$ cat src/rtl/mem_bus_arbiter.sv
// Arbitrates the core's single memory bus between instruction fetch and data access.
// Grants are registered in IDLE; bus routing, acknowledges and stalls follow the grant combinationally.
module mem_bus_arbiter #(
    parameter int ADDR_SIZE    = 32,
    parameter int DATA_SIZE    = 32,
    parameter int TIMEOUT      = 255,
    parameter int STARVE_LIMIT = 4
) (
    input  logic                     clock,
    input  logic                     reset,
    input  logic                     inst_cyc,
    input  logic [ADDR_SIZE-1:0]     inst_addr,
    output logic [DATA_SIZE-1:0]     inst_rd_data,
    output logic                     inst_ack,
    output logic                     inst_err,
    input  logic                     data_cyc,
    input  logic                     data_we,
    input  logic [DATA_SIZE/8-1:0]   data_sel,
    input  logic [ADDR_SIZE-1:0]     data_addr,
    input  logic [DATA_SIZE-1:0]     data_wr_data,
    output logic [DATA_SIZE-1:0]     data_rd_data,
    output logic                     data_ack,
    output logic                     data_err,
    output logic                     bus_cyc,
    output logic                     bus_we,
    output logic [DATA_SIZE/8-1:0]   bus_sel,
    output logic [ADDR_SIZE-1:0]     bus_addr,
    output logic [DATA_SIZE-1:0]     bus_wr_data,
    input  logic [DATA_SIZE-1:0]     bus_rd_data,
    input  logic                     bus_ack,
    output logic                     stall_if,
    output logic                     stall_mem
);

    localparam int SEL_W = DATA_SIZE / 8;
    localparam int TMO_W = (TIMEOUT > 2) ? $clog2(TIMEOUT) : 1;
    localparam int STV_W = $clog2(STARVE_LIMIT + 1);
    localparam logic [TMO_W-1:0] TMO_LAST   = TMO_W'(TIMEOUT - 1);
    localparam logic [STV_W-1:0] STARVE_MAX = STV_W'(STARVE_LIMIT);

    typedef enum logic [1:0] {
        IDLE = 2'd0,
        INST = 2'd1,
        DATA = 2'd2
    } state_e;

    state_e           state_q;
    logic [TMO_W-1:0] tmo_q;
    logic [STV_W-1:0] starve_q;

    logic gnt_inst_s;
    logic gnt_data_s;
    logic gnt_cyc_s;
    logic ack_s;
    logic err_s;

    // Grant qualification; reset masks the grant so an aborted transfer never forwards ack/err
    always_comb begin
        gnt_inst_s = reset && (state_q == INST);
        gnt_data_s = reset && (state_q == DATA);
        gnt_cyc_s  = (gnt_inst_s && inst_cyc) || (gnt_data_s && data_cyc);
        ack_s      = gnt_cyc_s && bus_ack;
        err_s      = gnt_cyc_s && !bus_ack && (tmo_q == TMO_LAST);
    end

    // Bus routing from the granted requester plus ack/err/stall forwarding
    always_comb begin
        bus_cyc      = 1'b0;
        bus_we       = 1'b0;
        bus_sel      = {SEL_W{1'b0}};
        bus_addr     = {ADDR_SIZE{1'b0}};
        bus_wr_data  = {DATA_SIZE{1'b0}};
        inst_rd_data = {DATA_SIZE{1'b0}};
        data_rd_data = {DATA_SIZE{1'b0}};
        inst_ack     = 1'b0;
        inst_err     = 1'b0;
        data_ack     = 1'b0;
        data_err     = 1'b0;
        if (gnt_inst_s) begin
            bus_cyc      = inst_cyc && !err_s;
            bus_sel      = {SEL_W{1'b1}};
            bus_addr     = inst_addr;
            inst_rd_data = bus_rd_data;
            inst_ack     = ack_s;
            inst_err     = err_s;
        end else if (gnt_data_s) begin
            bus_cyc      = data_cyc && !err_s;
            bus_we       = data_we;
            bus_sel      = data_sel;
            bus_addr     = data_addr;
            bus_wr_data  = data_wr_data;
            data_rd_data = bus_rd_data;
            data_ack     = ack_s;
            data_err     = err_s;
        end else begin
            bus_cyc = 1'b0;
        end
        stall_if  = inst_cyc && !inst_ack && !inst_err;
        stall_mem = data_cyc && !data_ack && !data_err;
    end

    // Arbitration FSM with watchdog and fetch-starvation counters
    always_ff @(posedge clock) begin
        if (!reset) begin
            state_q  <= IDLE;
            tmo_q    <= {TMO_W{1'b0}};
            starve_q <= {STV_W{1'b0}};
        end else begin
            case (state_q)
                IDLE: begin
                    tmo_q <= {TMO_W{1'b0}};
                    if ((starve_q == STARVE_MAX) && inst_cyc) begin
                        state_q  <= INST;
                        starve_q <= {STV_W{1'b0}};
                    end else if (data_cyc) begin
                        state_q <= DATA;
                        if (!inst_cyc) begin
                            starve_q <= {STV_W{1'b0}};
                        end else if (starve_q != STARVE_MAX) begin
                            starve_q <= starve_q + 1'b1;
                        end else begin
                            starve_q <= starve_q;
                        end
                    end else if (inst_cyc) begin
                        state_q  <= INST;
                        starve_q <= {STV_W{1'b0}};
                    end else begin
                        state_q <= IDLE;
                    end
                end
                INST, DATA: begin
                    // A withdrawn request (flush), an ack or a watchdog expiry all end the grant
                    if (!gnt_cyc_s || ack_s || err_s) begin
                        state_q <= IDLE;
                        tmo_q   <= {TMO_W{1'b0}};
                    end else begin
                        tmo_q <= tmo_q + 1'b1;
                    end
                end
                default: begin
                    state_q <= IDLE;
                    tmo_q   <= {TMO_W{1'b0}};
                end
            endcase
        end
    end

endmodule

$ cat config.mk
export PLATFORM = sky130hd
export DESIGN_NAME = mem_bus_arbiter
export DESIGN_NICKNAME = d
export VERILOG_FILES = /design/src/rtl/mem_bus_arbiter.sv
export SDC_FILE = /design/constraint.sdc
export NUM_CORES = 1
export LEC_CHECK = 0
export BUFFER_PORTS_ARGS = -buffer_cell sky130_fd_sc_hd__buf_4
export CAP_MARGIN = 20
export CORE_AREA = 2 2 109 111
export DETAILED_ROUTE_END_ITERATION = 8
export DIE_AREA = 0 0 111 113
export PLACE_DENSITY = 0.52
export SLEW_MARGIN = 20
export SYNTH_ARGS = -nofsm -noshare
export SYNTH_HDL_FRONTEND = slang
export SYNTH_SLANG_ARGS = --single-unit
$ cat constraint.sdc
create_clock -name clock -period 2 [get_ports clock]
set_input_delay 0 -clock clock [delete_from_list [all_inputs] [get_ports clock]]
set_output_delay 0 -clock clock [all_outputs]
set_load 0.02 [all_outputs]
# == Word level (Yosys, flattened, before mapping) ==
# Cells that the tools add are included.
# classes
n_addsub,2
eq_ne,7
muxes,29
n_bitwise,2
reduce_logical,29
# op_table
operator,n
$mux 32,7
$mux 3,5
$logic_and 1x1->1,14
$mux 1,11
$add 8x1->8 const B,1
$eq 8x8->1 const B,1
$mux 4,2
$logic_not 1->1,7
$mux 2,3
$ne 4x2->1 const B,1
$pmux 2 s2,1
$add 3x1->3 const B,1
$eq 3x3->1 const B,1
$logic_or 1x1->1,3
$ne 3x3->1 const B,1
$reduce_and 3->1,1
$reduce_bool 3->1,1
$reduce_or 3->1,1
$eq 2x1->1 const B,1
$eq 2x2->1 const B,1
$logic_not 2->1,1
$ne 2x2->1 const B,1
$not 1->1,2
$reduce_or 2->1,1
# word_totals
regBits,13
input_bits,138
out_inout_bits,140
word_cells,72

# == Depth between registers and ports, before layout ==
# Gate-level depths: netlist of the first run.
# logic_depth
word_depth,10
ltp_mapped,7
mapped_depth_nobuf,6

# == Least setup slack after synthesis of the first run ==
# OpenSTA, ideal clock, no wires.
# synth_timing
path_type,register -> register
startpoint,reg state_q[0]
endpoint,reg state_q[1]
setup_ns,0.125
arrival_time_ns,1.591
required_ns,1.875
path_slack_ns,0.285
path_stages_with_launch,8
n_path_buf,1
period_less_slack_ns,1.715
path_cell_list,dfxtp_1 > inv_1 > ha_1 > a22o_4 > nand2_2 > or4b_1 > buf_6 > mux2i_1
# synth_via
elab_chain_cells,8
elab_cells_between_ends,17
classes_between,3 x eq/ne; 1 x mux; 13 x reduce/logical
# synth_rtl
element,line,source
from (decl),47,state_e state_q;
from (signal assigned),105,state_q <= IDLE;
from (signal assigned),113,state_q <= INST;
from (signal assigned),116,state_q <= DATA;
$eq 2x1->1 or $eq 2x2->1 (tied branches),"59, 109, 60",
$logic_and 1x1->1 (on tied branches),"59, 60",
$logic_and 1x1->1,61,gnt_cyc_s = (gnt_inst_s && inst_cyc) || (gnt_data_s && data_cyc);
$logic_or 1x1->1,61,
$logic_not 1->1 (tied with other cells),133,if (!gnt_cyc_s || ack_s || err_s) begin
$logic_or 1x1->1 or $logic_and 1x1->1 (tied branches),"133, 63",
$logic_or 1x1->1,133,
$ne 2x2->1 (no source line),-,
# Parallel ways exist; a longest one is shown, timed or not.
# A chain may end at the register's enable or synchronous reset.

# == Final worst setup path of the first run ==
# layout_timing
startpoint,reg state_q[1]
endpoint,reg state_q[0]
# The elaborated chain is that of the path after synthesis.

==> results.toml, run 1 <==
[synth]
yosysTopAreaCellShare = 0.235
postSynthNetCount = 396
synth.largest_area_cell = "sky130_fd_sc_hd__and2_1"
synth_edf_count = 0
mean_cell_area_of_the_mapped_netlist_um2 = 7.11
postSynthRegisterBits = 13
synthesis.instances = 251
yosysSeqAreaShare = 0.146
synth_ff_type = "sky130_fd_sc_hd__dfxtp_1"
synth.distinct_cells = 33
synth-async-reset-ratio = 0
mappedNetlistArea_um2 = 1790
ys_warn_count = 0
ys_top_cells_by_area = "sky130_fd_sc_hd__and2_1 23%, sky130_fd_sc_hd__a22o_1 16%, sky130_fd_sc_hd__dfxtp_1 15%, sky130_fd_sc_hd__and3_1 11%, sky130_fd_sc_hd__ha_1 4.9%"

[place]
gp_congestion = 0.842
io_buffers = 277
dpl.hpwl_mm = 8.93

[drt]
route.detailed.drc = 0
route.top_layer_used = "met4"
route.vias.total = 2810
drt_iter0_markers = 119
first_pass_iters = 4
ant_nets = 0
routed-wl-met3_mm = 1.15
totalWireLength_mm = 10.6
detailroute.wirelength.met2_mm = 5.48
met1Wirelength_mm = 3.77
avgViaCountPerCell = 4.27
avgRoutedWirePerCell_um = 16.1

[setup_path]
endpoint_kind_of_the_worst_setup_timing_path = "register"
critical-path-slowest-cell = "sky130_fd_sc_hd__or4b_1"
cpPeakStageDelay_ps = 730
start_kind = "register"
crit_path_class = "reg2reg"
required_ps = 2110
path_max_fanout = 10
crit_path_cell_trace = "inv_1 > ha_1 > a22o_4 > nand2_2 > or4b_1 > mux2i_1"
worst_ep_arrival_time_ps = 2000

[global_routing]
grt_usage = 0.155
initial_antenna_violation_count = 1
number_of_global_route_vias_before_repair = 2803
grt_max_degree = 64
gr-total-overflow = 0
grt_pass1_wl_mm = 15.5

[cells_and_area]
finish.net_count = 660
area_added_between_synthesis_and_finish_pct = 131
postLayoutCoreUtil = 0.367
post_route_cells_drive_above_1_share = 0.566

[cts]
cts-root-to-sink-buffers = 2
cts_tree = "yes"
clk_pin_slew_worst_paths_ps = 40
number_of_h_tree_levels = 1
cts_made_buffers = 3
clock_latency_ps = 240
clock_tree.root_cell = "sky130_fd_sc_hd__clkbuf_16"
sinks_on_the_clock_net = 13
cts_hold_repair.buffers = 0

[sta]
grt_setup_unrepaired = "false"
finalMaxSlewViolations = 0
slew-limit-headroom = 0.738
clock-skew-final_ps = 2.20
fmax_ghz = 0.531
setup_viol_count_final = 0
hold_viol_final = 0
tns_ps = 0
layout_min_cycle_time_ps = 1880
worstMarginPinSlew_ps = 393
period_share = 0.942

[die]
fp-row-count = 39
fp.dieW_um = 111
starting_density_of_the_core = 0.158
floorplan.io_pins = 278
fp.coreArea_um2 = 11300
die_area_um2 = 12500
fp.dieH_um = 113

[power_and_ir_drop]
power.leakage_nw = 2.27
p_per_area_nw_per_um2 = 299
peakVddDrop_mv = 0.235

[flow_run]
max-cap-violations = 0

[min_path]
worstHoldPathType = "in2reg"

[outcome]
status = "finished, final reports clean"
## power by group
part	switching, mW	internal, mW	total (mW)
Clock	0.102	0.268	0.370
Combinational	0.266	0.331	0.597
Sequential	0.00297	0.264	0.267
## metrics by stage
step	setup slack [ps]	instance area, um^2	hold WS [ps]	std cells	power (mW)
after floorplan	285	1790	150	251	0.499
after global placement	197	4010	306	652	0.860
after detailed placement	151	4010	307	652	0.865
after CTS	17.0	4090	102	656	1.24
after global routing	2.34	4130	128	658	1.30
final	115	4130	103	658	1.23
## cell families after synthesis
family	Yosys count	synth area share
simple gates	143	0.464
compound gates	47	0.219
buf+inv	33	0.0820
flops	13	0.146
fa+ha+maj	7	0.0491
xor+xnor	6	0.0294
mux	2	0.0112
## repair_timing
action | in CTS | in global routing
gates resized for setup | 1 | 6
setup buffers | 0 | 1
setup endpoints to repair | 2 | 30
pin swaps | 0 | 1
## flip-flops by register name, indices dropped and copies added, names as in the netlist
name / flops
state_q: 2
starve_q: 3
tmo_q: 8
## worst max-delay path, delay by kind of cell, from the launching register on
family                   cells  cell delay, ps
AO/OA/AOI/OAI                1             150
AND/OR/NAND/NOR              2             780
buffers and inverters        1             100
adder cells (fa/ha/maj)      1             240
multiplexers                 1             180
flip-flops                   1             310
## cell usage in the layout (no fill, tap or decap), drive strengths merged
master   instances
nand3            7
dfxtp           13
nand2            9
a221oi           1
buf            284
nand4            2
a21oi            4
clkbuf           4
a22o            33
mux2i            2
and2            67
o22ai            1
inv              8
o21a             2
o21ai            2
nor2            17
nor2b            5
a32oi            1
nand4b           1
nor3             1
nand2b           1
a21boi           2
ha               7
xor2             2
o2111ai          1
or4b             1
and3            32
diode            1
xnor2            4
## per-layer routing
metal / GRT usage / up-vias
met3: 0.0584 / 12
met5: 0 / -
met2: 0.283 / 168
li1: - / 1392
met1: 0.169 / 1238
met4: 0.0400 / 0
## area by class of cell
cell class	instances	area (um^2)
multi-input combinational	205	1390
timing repair buffer	284	2190
inverter	8	30.0
fill	1187	7140
tap	143	179
clock buffer	4	78.8
antenna	1	2.50
sequential	13	260
## cells in the mapped netlist (3+ instances only)
cell type,instances
sky130_fd_sc_hd__nand2_1,8
sky130_fd_sc_hd__clkbuf_1,19
sky130_fd_sc_hd__nor2b_1,5
sky130_fd_sc_hd__buf_2,3
sky130_fd_sc_hd__a21oi_1,4
sky130_fd_sc_hd__a22o_1,32
sky130_fd_sc_hd__and3_1,32
sky130_fd_sc_hd__ha_1,7
sky130_fd_sc_hd__nand3_1,7
sky130_fd_sc_hd__inv_1,8
sky130_fd_sc_hd__nor2_1,17
sky130_fd_sc_hd__dfxtp_1,13
sky130_fd_sc_hd__xnor2_1,4
sky130_fd_sc_hd__and2_1,67
## final timing paths
path | start | to | slack (ps) | cells past startpoint
setup reg to reg | state_q[1]$_SDFFE_PN0P_ | state_q[0]$_SDFFE_PN0P_ | 120 | 6
hold / removal | data_cyc | state_q[1]$_SDFFE_PN0P_ | 100 | 3
hold reg to reg | starve_q[1]$_SDFFE_PN0P_ | starve_q[1]$_SDFFE_PN0P_ | 490 | 2
setup / recovery | state_q[1]$_SDFFE_PN0P_ | state_q[0]$_SDFFE_PN0P_ | 120 | 6
(Power assumes the default switching activity.)
==> run 2: changes to the inputs <==
==> constraint.sdc (replaced) <==
create_clock -name clock -period 2 [get_ports clock]
set_input_delay 0 -clock clock [delete_from_list [all_inputs] [get_ports clock]]
set_output_delay 0 -clock clock [all_outputs]
set_load 0.005 [all_outputs]
==> run 2 against run 1 <==
Die area is the same; fmax rose by 1.3%; clock skew is 1.7 ps lower; non-clock buffer count did not move; core utilization down 0.28 points; clock-buffer cell count stayed put; combinational power shrank 16%; sequential power is essentially flat; worst hold slack better by 7.3 ps; cell count stayed put; flip-flop and latch count unchanged; via count shrank 0.28%; critical endpoint is now stall_mem.
==> results.toml, run 2 (synthesis results as in run 1) <==
[die]
fp.dieW_um = 111
fp.dieH_um = 113
fp-row-count = 39
fp.coreArea_um2 = 11300
floorplan.io_pins = 278
starting_density_of_the_core = 0.158
die_area_um2 = 12500

[sta]
setup_viol_count_final = 0
clock-skew-final_ps = 0.528
hold_slack_ps = 110
grt_setup_unrepaired = "false"
period_share = 0.930
layout_min_cycle_time_ps = 1860
slew-limit-headroom = 0.752
tns_ps = 0
fmax_ghz = 0.538
worstMarginPinSlew_ps = 371
hold_viol_final = 0
finalMaxSlewViolations = 0

[power_and_ir_drop]
p_comb_frac = 0.442
net_switching_power_mw = 0.280
p_per_area_nw_per_um2 = 276
clock_group_share_of_total_power = 0.323
p_sw_frac = 0.247
power.leakage_nw = 2.27
sequentialPowerShare = 0.235
cellInternalPower_mw = 0.853
peakVddDrop_mv = 0.321

[setup_path]
startpoint = "state_q[0]$_SDFFE_PN0P_"
worst_ep_arrival_time_ps = 1860
crit_path_class = "reg2out"
required_ps = 2000
endpoint_kind_of_the_worst_setup_timing_path = "output port"
start_kind = "register"
path_max_fanout = 14
worst_r2r_startpoint = "state_q[1]$_SDFFE_PN0P_"

[cts]
sinks_on_the_clock_net = 13
cts_tree = "yes"
postCtsResizedCells = 0
cts_hold_repair.buffers = 0
clock_latency_ps = 230
clk_pin_slew_worst_paths_ps = 40
number_of_h_tree_levels = 1
cts-root-to-sink-buffers = 2
cts_made_buffers = 3
clock_tree.root_cell = "sky130_fd_sc_hd__clkbuf_16"
postCtsSetupRepairBufs = 0

[global_routing]
initial_antenna_violation_count = 1
grt_usage = 0.150
number_of_global_route_vias_before_repair = 2790
grt_pass1_wl_mm = 15.3
grt_max_degree = 64
gr-total-overflow = 0

[cells_and_area]
area_added_between_synthesis_and_finish_pct = 130
post_route_cells_drive_above_1_share = 0.564
largest_reg_flops = 8
num-fill-cells = 1178
multi_input_area_um2 = 1390
regArea_um2 = 260
largest_reg_by_ff_count = "tmo_q"
biggestRegsByFlops = "tmo_q (8), starve_q (3), state_q (2)"
layout_common_cells = "280 x sky130_fd_sc_hd__buf_4, 67 x sky130_fd_sc_hd__and2_1, 32 x sky130_fd_sc_hd__and3_1, 32 x sky130_fd_sc_hd__a22o_1, 16 x sky130_fd_sc_hd__nor2_1"
finish.net_count = 660
layout.cells.most_common = "sky130_fd_sc_hd__buf_4"

[place]
gp_congestion = 0.846
dpl.hpwl_mm = 8.83
io_buffers = 277

[drt]
avgRoutedWirePerCell_um = 15.9
drt_iter0_markers = 145
avgViaCountPerCell = 4.26
totalWireLength_mm = 10.4
first_pass_iters = 4
route.vias.total = 2802
ant_nets = 0
route.detailed.drc = 0

[outcome]
status = "finished, final reports clean"

[flow_run]
max-cap-violations = 0

[min_path]
hold_path_startpoint = "inst_cyc"
worstHoldPathType = "in2reg"
[run 2: cell counts in the layout (fill, tap and decap cells not counted)]
No cell type changed its count.
[run 2: final cells by class]
cell class / count / area share
repair buffers: 284 / 0.528
multi-input cells: 205 / 0.338
inverters: 8 / 0.00732
flip-flops and latches: 13 / 0.0635
well taps: 143 / 0.0436
diodes: 1 / 0.000610
clock buffers: 4 / 0.0192
[run 2: per-layer routing]
metal	GRT usage	vias up	wire length [um]
li1	-	1390	-
met5	0	-	0
met2	0.285	155	5550
met1	0.161	1251	3700
met4	0.0267	0	80
met3	0.0557	6	1120
[run 2: metrics by stage]
stage,power [mW],instances,setup slack (ps),cell area (um^2),utilization
after global placement,0.772,653,203,4010,0.356
after CTS,1.14,657,19.1,4090,0.363
after floorplan,0.413,251,285,1790,-
after global routing,1.20,658,6.16,4100,0.364
final,1.13,658,140,4100,0.364
after detailed placement,0.775,653,185,4010,0.356
[run 2: critical path: stages, from the launching register on]
cell	delay, ps
sky130_fd_sc_hd__dfxtp_1	310
sky130_fd_sc_hd__inv_1	90
sky130_fd_sc_hd__ha_1	190
sky130_fd_sc_hd__buf_4	160
sky130_fd_sc_hd__nand2_1	90
sky130_fd_sc_hd__nor2_4	160
sky130_fd_sc_hd__buf_6	190
sky130_fd_sc_hd__nand3_1	130
sky130_fd_sc_hd__o21a_1	180
sky130_fd_sc_hd__buf_4	130
[run 2: path summary, 6_finish.rpt]
path                              endpoint  slack [ps]  cells after the start
setup reg to reg   state_q[1]$_SDFFE_PN0P_         170                      6
setup / recovery                 stall_mem         140                      9
hold / removal    starve_q[1]$_SDFFE_PN0P_         110                      3
hold reg to reg   starve_q[1]$_SDFFE_PN0P_         480                      2
[run 2: power groups by stage]
| stage | combinational [mW] | sequential, mW | clock (mW) |
|---|---|---|---|
| after floorplan | 0.143 | 0.271 | 0 |
| after global placement | 0.501 | 0.271 | 0 |
| after detailed placement | 0.504 | 0.271 | 0 |
| after CTS | 0.505 | 0.267 | 0.372 |
| after global routing | 0.544 | 0.267 | 0.385 |
| final | 0.500 | 0.267 | 0.366 |
